### config.mk
export PLATFORM = sky130hd
export DESIGN_NAME = alu_output_writeback
export DESIGN_NICKNAME = d
export VERILOG_FILES = /design/src/rtl/alu_output_writeback.sv
export SDC_FILE = /design/constraint.sdc
export NUM_CORES = 1
export LEC_CHECK = 0
export BUFFER_PORTS_ARGS = -buffer_cell sky130_fd_sc_hd__buf_2
export CORE_MARGIN = 2
export CORE_UTILIZATION = 43
export CTS_CLUSTER_SIZE = 14
export DETAILED_ROUTE_END_ITERATION = 12
export GPL_TIMING_DRIVEN = 0
export PLACE_DENSITY = 0.61
export SLEW_MARGIN = 20
export SYNTH_ARGS = -nofsm -noshare
export SYNTH_HDL_FRONTEND = slang
export SYNTH_SLANG_ARGS = --single-unit
### constraint.sdc
create_clock -name CLK -period 1.82 [get_ports CLK]
set_input_delay 0.091 -clock CLK [delete_from_list [all_inputs] [get_ports CLK]]
set_output_delay 0.091 -clock CLK [all_outputs]
set_load 0.01 [all_outputs]
### src/rtl/alu_output_writeback.sv
`default_nettype none
// ============================================================================
// Module   : alu_output_writeback
// Purpose  : Register-file writeback stage for the NORZ Z80-compatible
//            datapath. It applies bank swaps (EX AF / EXX / EX DE,HL), then
//            PC/R auto-increment and flag load, then the ALU result writeback.
//            Every architectural register is presented as a registered,
//            active-low bus for the ALU input mux.
// Ports    : CLK, RESET (sync, active-high)
//            Result[15:0], WB_Valid, WB_Dest[4:0]  - writeback request
//            Flag_We, Flags[7:0]                   - flag byte load
//            PC_Inc, R_Inc                         - auto-increments
//            EX_AF, EXX, EX_DEHL                   - bank / pair swaps
//            notA..notR (8b), notPC/SP/IX/IY (16b) - inverted registers
//            WB_Error                              - sticky illegal-dest flag
// Revision : 1.0 - initial release
// ============================================================================
module alu_output_writeback #(
    parameter logic [15:0] PC_RESET = 16'h0000,
    parameter logic [15:0] SP_RESET = 16'hFFFF
) (
    input  logic        CLK,
    input  logic        RESET,
    input  logic [15:0] Result,
    input  logic        WB_Valid,
    input  logic [4:0]  WB_Dest,
    input  logic        Flag_We,
    input  logic [7:0]  Flags,
    input  logic        PC_Inc,
    input  logic        R_Inc,
    input  logic        EX_AF,
    input  logic        EXX,
    input  logic        EX_DEHL,
    output logic [7:0]  notA,
    output logic [7:0]  notF,
    output logic [7:0]  notB,
    output logic [7:0]  notC,
    output logic [7:0]  notD,
    output logic [7:0]  notE,
    output logic [7:0]  notH,
    output logic [7:0]  notL,
    output logic [7:0]  notDt,
    output logic [7:0]  notI,
    output logic [7:0]  notR,
    output logic [15:0] notPC,
    output logic [15:0] notSP,
    output logic [15:0] notIX,
    output logic [15:0] notIY,
    output logic        WB_Error
);

    // Destination codes
    localparam logic [4:0] c_DEST_A   = 5'd1;
    localparam logic [4:0] c_DEST_F   = 5'd2;
    localparam logic [4:0] c_DEST_B   = 5'd3;
    localparam logic [4:0] c_DEST_C   = 5'd4;
    localparam logic [4:0] c_DEST_D   = 5'd5;
    localparam logic [4:0] c_DEST_E   = 5'd6;
    localparam logic [4:0] c_DEST_H   = 5'd7;
    localparam logic [4:0] c_DEST_L   = 5'd8;
    localparam logic [4:0] c_DEST_DT  = 5'd9;
    localparam logic [4:0] c_DEST_I   = 5'd10;
    localparam logic [4:0] c_DEST_R   = 5'd11;
    localparam logic [4:0] c_DEST_BC  = 5'd12;
    localparam logic [4:0] c_DEST_DE  = 5'd13;
    localparam logic [4:0] c_DEST_HL  = 5'd14;
    localparam logic [4:0] c_DEST_PC  = 5'd15;
    localparam logic [4:0] c_DEST_SP  = 5'd16;
    localparam logic [4:0] c_DEST_IX  = 5'd17;
    localparam logic [4:0] c_DEST_IY  = 5'd18;
    localparam logic [4:0] c_DEST_AF  = 5'd19;
    localparam logic [4:0] c_DEST_MAX = 5'd19;

    // Architectural state (active bank, shadow bank, specials)
    logic [7:0]  r_a, r_f, r_b, r_c, r_d, r_e, r_h, r_l;
    logic [7:0]  r_a_s, r_f_s, r_b_s, r_c_s, r_d_s, r_e_s, r_h_s, r_l_s;
    logic [7:0]  r_dt, r_i, r_r;
    logic [15:0] r_pc, r_sp, r_ix, r_iy;
    logic        r_err;

    // Next-state values
    logic [7:0]  w_a, w_f, w_b, w_c, w_d, w_e, w_h, w_l;
    logic [7:0]  w_a_s, w_f_s, w_b_s, w_c_s, w_d_s, w_e_s, w_h_s, w_l_s;
    logic [7:0]  w_dt, w_i, w_r;
    logic [15:0] w_pc, w_sp, w_ix, w_iy;
    logic        w_err;

    // Active DE/HL after EXX, before EX DE,HL is applied
    logic [7:0]  w_xd, w_xe, w_xh, w_xl;

    logic        w_wb_legal;
    logic        w_wb_illegal;

    assign w_wb_legal   = WB_Valid && (WB_Dest != 5'd0) && (WB_Dest <= c_DEST_MAX);
    assign w_wb_illegal = WB_Valid && (WB_Dest > c_DEST_MAX);

    always_comb begin
        // Hold by default
        w_a_s = r_a_s;  w_f_s = r_f_s;
        w_b_s = r_b_s;  w_c_s = r_c_s;
        w_d_s = r_d_s;  w_e_s = r_e_s;
        w_h_s = r_h_s;  w_l_s = r_l_s;
        w_a   = r_a;    w_f   = r_f;
        w_b   = r_b;    w_c   = r_c;
        w_xd  = r_d;    w_xe  = r_e;
        w_xh  = r_h;    w_xl  = r_l;
        w_dt  = r_dt;   w_i   = r_i;   w_r = r_r;
        w_pc  = r_pc;   w_sp  = r_sp;
        w_ix  = r_ix;   w_iy  = r_iy;
        w_err = r_err;

        // Step 1: swaps
        if (EX_AF) begin
            w_a   = r_a_s;  w_f   = r_f_s;
            w_a_s = r_a;    w_f_s = r_f;
        end
        if (EXX) begin
            w_b   = r_b_s;  w_c   = r_c_s;
            w_xd  = r_d_s;  w_xe  = r_e_s;
            w_xh  = r_h_s;  w_xl  = r_l_s;
            w_b_s = r_b;    w_c_s = r_c;
            w_d_s = r_d;    w_e_s = r_e;
            w_h_s = r_h;    w_l_s = r_l;
        end
        // EX DE,HL operates on the bank selected after EXX
        w_d = EX_DEHL ? w_xh : w_xd;
        w_e = EX_DEHL ? w_xl : w_xe;
        w_h = EX_DEHL ? w_xd : w_xh;
        w_l = EX_DEHL ? w_xe : w_xl;

        // Step 2: auto-updates
        if (PC_Inc) begin
            w_pc = r_pc + 16'd1;
        end
        if (R_Inc) begin
            // Refresh counter: only the low 7 bits count, bit 7 is preserved
            w_r = {r_r[7], r_r[6:0] + 7'd1};
        end
        if (Flag_We) begin
            w_f = Flags;
        end

        // Step 3: writeback into the post-swap active bank
        if (w_wb_legal) begin
            case (WB_Dest)
                c_DEST_A:  w_a  = Result[7:0];
                c_DEST_F:  w_f  = Result[7:0];
                c_DEST_B:  w_b  = Result[7:0];
                c_DEST_C:  w_c  = Result[7:0];
                c_DEST_D:  w_d  = Result[7:0];
                c_DEST_E:  w_e  = Result[7:0];
                c_DEST_H:  w_h  = Result[7:0];
                c_DEST_L:  w_l  = Result[7:0];
                c_DEST_DT: w_dt = Result[7:0];
                c_DEST_I:  w_i  = Result[7:0];
                c_DEST_R:  w_r  = Result[7:0];
                c_DEST_BC: begin w_b = Result[15:8]; w_c = Result[7:0]; end
                c_DEST_DE: begin w_d = Result[15:8]; w_e = Result[7:0]; end
                c_DEST_HL: begin w_h = Result[15:8]; w_l = Result[7:0]; end
                c_DEST_PC: w_pc = Result;
                c_DEST_SP: w_sp = Result;
                c_DEST_IX: w_ix = Result;
                c_DEST_IY: w_iy = Result;
                c_DEST_AF: begin w_a = Result[15:8]; w_f = Result[7:0]; end
                default:   ;
            endcase
        end

        if (w_wb_illegal) begin
            w_err = 1'b1;
        end
    end

    always_ff @(posedge CLK) begin
        if (RESET) begin
            r_a   <= 8'hFF;  r_f   <= 8'hFF;
            r_a_s <= 8'hFF;  r_f_s <= 8'hFF;
            r_b   <= 8'h00;  r_c   <= 8'h00;
            r_d   <= 8'h00;  r_e   <= 8'h00;
            r_h   <= 8'h00;  r_l   <= 8'h00;
            r_b_s <= 8'h00;  r_c_s <= 8'h00;
            r_d_s <= 8'h00;  r_e_s <= 8'h00;
            r_h_s <= 8'h00;  r_l_s <= 8'h00;
            r_dt  <= 8'h00;  r_i   <= 8'h00;  r_r <= 8'h00;
            r_pc  <= PC_RESET;
            r_sp  <= SP_RESET;
            r_ix  <= 16'h0000;
            r_iy  <= 16'h0000;
            r_err <= 1'b0;
        end else begin
            r_a   <= w_a;    r_f   <= w_f;
            r_a_s <= w_a_s;  r_f_s <= w_f_s;
            r_b   <= w_b;    r_c   <= w_c;
            r_d   <= w_d;    r_e   <= w_e;
            r_h   <= w_h;    r_l   <= w_l;
            r_b_s <= w_b_s;  r_c_s <= w_c_s;
            r_d_s <= w_d_s;  r_e_s <= w_e_s;
            r_h_s <= w_h_s;  r_l_s <= w_l_s;
            r_dt  <= w_dt;   r_i   <= w_i;   r_r <= w_r;
            r_pc  <= w_pc;
            r_sp  <= w_sp;
            r_ix  <= w_ix;
            r_iy  <= w_iy;
            r_err <= w_err;
        end
    end

    // Outputs are pure inversions of flop contents
    assign notA     = ~r_a;
    assign notF     = ~r_f;
    assign notB     = ~r_b;
    assign notC     = ~r_c;
    assign notD     = ~r_d;
    assign notE     = ~r_e;
    assign notH     = ~r_h;
    assign notL     = ~r_l;
    assign notDt    = ~r_dt;
    assign notI     = ~r_i;
    assign notR     = ~r_r;
    assign notPC    = ~r_pc;
    assign notSP    = ~r_sp;
    assign notIX    = ~r_ix;
    assign notIY    = ~r_iy;
    assign WB_Error = r_err;

endmodule
`default_nettype wire

* Word level (Yosys, flattened, before mapping) *
Cells that the tools add are included.

word-level totals
  register bits after elaboration = 217
  output and inout bits = 153

cells by class
  $add $sub $neg = 2
  order comparisons = 2
  equal/unequal tests = 19
  multiplexer cells = 35
  bitwise logic cells = 15
  reductions and logical operators = 13

operator list
  kind                     count
  $mux W8                  27
  $not A8 Y8               11
  $not A16 Y16             4
  $pmux W8 S2              4
  $mux W16                 3
  $eq A5 B4 Y1 const B     8
  $eq A5 B3 Y1 const B     4
  $eq A5 B5 Y1 const B     4
  $add A16 B1 Y16 const B  1
  $eq A5 B2 Y1 const B     2
  $reduce_and A2 Y1        5
  $reduce_or A2 Y1         4
  $add A7 B1 Y7 const B    1
  $mux W7                  1
  $eq A5 B1 Y1 const B     1
  $gt A5 B5 Y1 const B     1
  $le A5 B5 Y1 const B     1
  $reduce_bool A5 Y1       1
  $logic_and A1 B1 Y1      3

* Depth between registers and ports, before layout *
Gate-level depths: netlist (run 1).

  depth after elaboration = 4
  mapped depth = 7
  gate-level depth less buffers = 5

* Worst setup path before layout (run 1) *
No wires, ideal clock.

  path type = in2reg
  from = input port WB_Dest[3]
  to = register r_b[6]
  library setup time = 0.143 ns
  arrival = 1.340 ns
  required time = 1.677 ns
  path slack = 0.337 ns
  cell stages on the path = 6
  path through = or4_1 -> o211ai_2 -> or2_1 -> buf_4 -> buf_6 -> o22ai_1

between the ends
  cells in the longest elaborated chain, start to end = 4
  elaborated cells on any way between the ends = 8
  classes of those cells = order compare: 1; eq/ne: 2; mux: 2; reduce/logical: 3

RTL lines
  item                                                                  line  text
  from (decl)                                                           26    input logic [4:0] WB_Dest,
  parallel branches: the longest is 3 deep, another holds $le A5 B5 Y1  -
  $mux W8 (*)                                                           144   if (w_wb_legal) begin
  to (signal assigned)                                                  193   r_b <= w_b; r_c <= w_c;
  to (decl)                                                             75    logic [7:0] r_a, r_f, r_b, r_c, r_d, r_e, r_h, r_l;

Mark *: on every way between the ends.
A chain may end at the register's enable or synchronous reset.

* Worst setup path after layout (run 1) *
  from = input port WB_Valid
  to = register r_r[5]

between the ends
  cells in the longest elaborated chain, start to end = 3

RTL lines
  item                              line  text
  from (decl)                       25    input logic WB_Valid,
  $logic_and A1 B1 Y1 (2 in a row)  94    assign w_wb_legal = WB_Valid && (WB_Dest != 5'd0) && (WB_Dest <= c_DEST_MAX);
  $mux W8                           144
  to (signal assigned)              199   r_dt <= w_dt; r_i <= w_i; r_r <= w_r;
  to (decl)                         77    logic [7:0] r_dt, r_i, r_r;

No other way between the ends.

==> results.toml, run 1 <==
[yosys]
yosysWarnings = 0
synth_edf_count = 0
syn_area_per_cell_sq_um = 8.98
yosys_register_bits = 217
seq_area_frac_synth_pct = 42.7
synth_cell_type_count = 54
synth_top_area_cell = "dfxtp_1"
netlist_area_sq_um = 10200
syn-num-nets = 1173
synth_cells = 1133
ys.flop_type = "dfxtp_1"
ys_top_cells_by_area = "dfxtp_1 (43%), mux2i_1 (17%), inv_1 (5.9%)"
async_flop_share_pct = 0
synth.top_cell.area_share_pct = 42.7

[cells_and_area]
finish.utilization_pct = 53.7
nFillCells = 2255
areaGrowthSynthToFinish_pct = 23.3
nNetsFinal = 1394
final_cell_mix = "dfxtp_1 (217), buf_2 (204), mux2i_1 (171), inv_1 (161), nor2_1 (149)"
final_common_cell = "dfxtp_1"
drive_gt1_share_pct = 20.8

[route]
avgRoutedWirePerCell_um = 18.0
postRouteAntennaNets = 0
drc = 0
drt-vias-per-instance = 5.09
drtPass1Iterations = 5
vias = 8617
drt_iter0_markers = 508
routed_wl_um = 30500

[power]
peakVddDrop_mv = 0.710
power_density_nw_per_um2 = 898
leakage_nw = 5.46

[clock_tree]
cts.clk_slew.worst_paths_ns = 0.06
clock-sinks = 217
clock_path_buffers = 3
cts_root_buf = "clkbuf_16"
htreeDepth = 1
clk_latency_ns = 0.53
cts_buffers = 25
cts_tree = "done"

[timing]
period_needed_ns = 1.74
finalHoldViolations = 0
fin_ws_ns = 0.0795
slew_viol_final = 0
max_freq_mhz = 575
fin_skew_ns = 0.0157
rsz0062_at_grt = "no"
relSlewSlack_pct = 37.2
timing.final.crit_share_pct = 95.6
setup-violations-final = 0
worstMarginPinSlew_ns = 0.941
setup_tns_ns = 0

[global_routing]
overflow = 0
first_global_vias = 8087
grt_max_degree = 13
grt_pass1_wl_um = 45700
antenna_found_initial = 2
grt_usage_pct = 23.7

[hold_path]
hold_depth = 3
hold_path.class = "primary input to flop"

[setup_path]
cp.required_ns = 2.25
path_max_fanout = 10
cp.arrival_ns = 2.17
r2r_slack_ns = 0.19
cp-start-kind = "primary input"
r2r_cells = 4
critPathKind = "primary input to flop"
endpoint_kind = "flop"

[floorplan]
start_util_pct = 43.6
die_area_sq_um = 24900
fp-row-count = 56
die_w_um = 158
die_h_um = 158
pin_count = 191
core_sq_um = 23300

[placement]
portBuffers = 176
gp_congestion = 0.851
hpwl_um = 21400
pre_cts_slack_ns = -0.104

[outcome]
status = "finished, final reports clean"

[job]
cap_violations = 0
[layout make-up]
cell class | count | area (sq um) | area share (%)
Timing Repair Buffer | 194 | 1060 | 8.46
Tap cell | 319 | 399 | 3.18
Inverter | 161 | 604 | 4.82
Buffer | 91 | 403 | 3.21
Antenna cell | 2 | 5.00 | 0.0399
Clock buffer | 34 | 689 | 5.50
Sequential cell | 217 | 4340 | 34.7
Clock inverter | 11 | 184 | 1.47
Multi-Input combinational cell | 664 | 4850 | 38.7
[worst max-delay path, cell delays in order]
cell and delay (ns):
dlygate4sd3_1 0.54, buf_2 0.17, nor4bb_1 0.41, nand3_1 0.36, clkbuf_1 0.32, a211oi_1 0.27
[timing repair]
item | in CTS | in global routing
hold endpoints to repair | 27 | 0
endpoints found under the setup margin | 0 | 17
gates resized for setup | 0 | 4
setup buffers | 0 | 0
hold buffers | 18 | 0
[synth_stat cells (5+ instances only)]
cell type	n
a211o_1	24
a211oi_1	28
a21oi_1	17
a22oi_1	24
buf_2	28
buf_4	5
clkbuf_1	54
dfxtp_1	217
inv_1	161
mux2_2	8
mux2i_1	171
mux4_2	16
nand2_1	57
nand3_1	17
nand3b_1	16
nand4_1	6
nor2_1	149
nor2b_1	20
nor4_1	5
o21ai_0	18
o22ai_1	16
o2bb2ai_1	8
xnor2_1	20
[power breakdown]
part / switching (W) / internal (W)
Clock: 0.00202 / 0.00335
Sequential: 0.0000661 / 0.00485
Combinational: 0.000603 / 0.000371
Total: 0.00269 / 0.00857
[path summary, 6_finish.rpt]
check                                         start                  end
worst max register to register   r_pc[4]$_SDFF_PP0_  r_pc[15]$_SDFF_PP0_
worst min register to register  r_i[4]$_SDFFE_PP0P_  r_i[4]$_SDFFE_PP0P_
worst min-delay path                          R_Inc    r_r[0]$_SDFF_PP0_
worst max-delay path                       WB_Valid    r_r[5]$_SDFF_PP0_
[through the flow]
stage	instance area (sq um)	instances	hold WS, ns	total power [W]
after detailed placement	11500	1628	0.450	0.00595
after global routing	12500	1693	0.0561	0.0116
after CTS	12500	1691	0.0250	0.0113
after floorplan	10200	1133	0.272	0.00560
after global placement	11500	1628	0.447	0.00594
final	12500	1693	0.0315	0.0113
[routing by layer]
layer / global-route usage [%] / wire, um / vias up / share of wire, %
li1: - / - / 4206 / -
met1: 32.4 / 14000 / 4082 / 46
met2: 39.5 / 14100 / 280 / 46
met3: 3.39 / 1740 / 49 / 5.7
met4: 5.97 / 635 / 0 / 2.1
met5: 0 / 0 / - / 0
[sequential cells by signal, summed over array words and instances (netlist names), 16 cells and up]
name,flops
r_sp,16
r_ix,16
r_iy,16
r_pc,16
[cell families (layout without fill, tap and decap cells)]
group / after synthesis / count (layout) / synth area share [%]
buf+inv: 252 / 491 / 9.90
xor+xnor: 21 / 21 / 1.81
other cells: 0 / 2 / 0
fa+ha+maj: 2 / 2 / 0.246
flops: 217 / 217 / 42.7
mux: 195 / 195 / 21.3
simple gates: 299 / 299 / 13.7
compound gates: 147 / 147 / 10.4
Note: power is estimated with default switching activity, not from simulation.
==> inputs of run 2 (changes only) <==
Settings changed: BUFFER_PORTS_ARGS -buffer_cell sky130_fd_sc_hd__buf_2 to -buffer_cell sky130_fd_sc_hd__clkbuf_2.
==> run 2 against run 1 <==
Net effect:
- combinational power hardly changed
- register-to-register slack about the same
- maximum frequency rose by 0.82%
- clock skew fell by 0.010 ns
- non-clock buffer count is 3 lower
- routed wire length fell by 1.2%
- final cell count down 0.30%
- worst setup slack gained 0.014 ns
- sequential share of layout area up 0.31 points
- critical path type unchanged
- critical endpoint is now r_pc[12]$_SDFF_PP0_
- largest cell class unchanged
- largest power group is now sequential cells
==> results.toml, run 2 (synthesis results as in run 1) <==
[outcome]
status = "finished, final reports clean"

[clock_tree]
htreeDepth = 1
cts_tree = "done"
clk_latency_ns = 0.51
clock_path_buffers = 3
cts_root_buf = "clkbuf_16"
clock-sinks = 217
cts_buffers = 25
cts.clk_slew.worst_paths_ns = 0.06
cts_setup_buffers = 0

[route]
postRouteAntennaNets = 0
avgRoutedWirePerCell_um = 17.8
drt-vias-per-instance = 5.09
drt_iter0_markers = 485
vias = 8599
routed_wl_um = 30100
drc = 0
drtPass1Iterations = 5

[power]
peakVddDrop_mv = 0.494
p_seq_share_pct = 45.8
p_sw_w = 0.00261
power_frac_clock_pct = 45.1
sw_frac_of_total_pct = 24.3
combPwrFrac_pct = 9.1
leakage_nw = 5.54
power_density_nw_per_um2 = 863
internal_power_w = 0.00812

[floorplan]
die_area_sq_um = 24900
pin_count = 191
fp-row-count = 56
start_util_pct = 43.6
die_h_um = 158
die_w_um = 158
core_sq_um = 23300

[timing]
fin_ws_ns = 0.0937
setup_tns_ns = 0
finalHoldViolations = 0
slew_viol_final = 0
worstMarginPinSlew_ns = 0.985
timing.final.crit_share_pct = 94.9
relSlewSlack_pct = 34.4
max_freq_mhz = 579
fin_skew_ns = 0.00564
whs_ns = 0.0262
rsz0062_at_grt = "no"
period_needed_ns = 1.73
setup-violations-final = 0

[global_routing]
overflow = 0
first_global_vias = 7963
grt_pass1_wl_um = 45300
grt_max_degree = 13
grt_usage_pct = 23.6
antenna_found_initial = 1

[setup_path]
r2r_cells = 4
path_delay_family = "buffers and inverters"
endpoint_kind = "flop"
critPathKind = "primary input to flop"
path_max_fanout = 10
crit_buf_inv = 3
cp-start-kind = "primary input"
cp.required_ns = 2.18
path_depth = 7
r2r_slack_ns = 0.20
cp_slowest_stage_delay_ns = 0.55
path_cells = "dlygate4sd3_1, clkbuf_2, nor2b_1, nand2_1, clkbuf_1, nor2_1, a211oi_1"
cp_slowest_cell = "dlygate4sd3_1"
cp.arrival_ns = 2.09

[cells_and_area]
nFillCells = 2263
drive_gt1_share_pct = 20.8
final_common_cell = "dfxtp_1"
final_cell_mix = "dfxtp_1 (217), clkbuf_2 (176), mux2i_1 (171), inv_1 (161), nor2_1 (149)"
nNetsFinal = 1391
areaGrowthSynthToFinish_pct = 22.2
finish.utilization_pct = 53.2

[placement]
gp_congestion = 0.847
pre_cts_slack_ns = -0.0674
hpwl_um = 21300
portBuffers = 176

[hold_path]
hold_depth = 3
hold_path.class = "primary input to flop"

[job]
cap_violations = 0
[run 2: changes by cell type in the layout (fill, tap and decap cells not counted), sizes merged]
cell / delta
buf: -176
clkbuf: +181
dlygate4sd3: -3
inv: -1
diode: -1
bufinv: -4
clkinv: -1
[run 2: cell type report]
cell class | count | area, sq um | share of cell area [%]
Antenna cell | 1 | 2.50 | 0.0201
Buffer | 91 | 403 | 3.24
Clock buffer | 39 | 738 | 5.94
Clock inverter | 5 | 50.0 | 0.403
Inverter | 161 | 604 | 4.86
Multi-Input combinational cell | 664 | 4850 | 39.1
Sequential cell | 217 | 4340 | 35.0
Tap cell | 319 | 399 | 3.21
Timing Repair Buffer | 191 | 1030 | 8.30
[run 2: worst reg2reg max path: stages (launching register included)]
cell      delay [ns]
dfxtp_1         0.41
nand4_1         0.27
nor4_2          0.45
nand4_1         0.15
a311oi_1        0.25
[run 2: layer usage]
metal / track usage (%) / routed length, um
met5: 0 / 0
met3: 3.70 / 2020
met1: 32.5 / 13600
met2: 37.9 / 13700
met4: 7.49 / 810
[run 2: worst paths after layout]
path	startpoint	to
max	WB_Valid	r_pc[12]$_SDFF_PP0_
min reg2reg	r_i[4]$_SDFFE_PP0P_	r_i[4]$_SDFFE_PP0P_
max reg2reg	r_pc[4]$_SDFF_PP0_	r_pc[15]$_SDFF_PP0_
min	Result[6]	r_c[6]$_SDFF_PP0_
[run 2: through the flow]
stage	instance area (sq um)	cells	total power, W
2_1_floorplan	10200	1133	0.00560
3_3_place_gp	11500	1628	0.00594
3_5_place_dp	11500	1628	0.00595
4_1_cts	12400	1687	0.0108
5_1_grt	12400	1688	0.0111
6_report	12400	1688	0.0107
[run 2: what timing repair did]
action / 4_1_cts / 5_1_grt
hold endpoints to repair: 18 / 0
hold buffers: 15 / 0
endpoints found under the setup margin: 0 / 37
gates resized for setup: 0 / 6
[run 2: power groups by stage]
stage               logic (W)  clock network, W  registers (W)
floorplan            0.000603                 0        0.00500
global route          0.00104           0.00513        0.00492
global placement     0.000929                 0        0.00501
CTS                  0.000964           0.00492        0.00491
finish               0.000974           0.00484        0.00491
detailed placement   0.000934                 0        0.00502
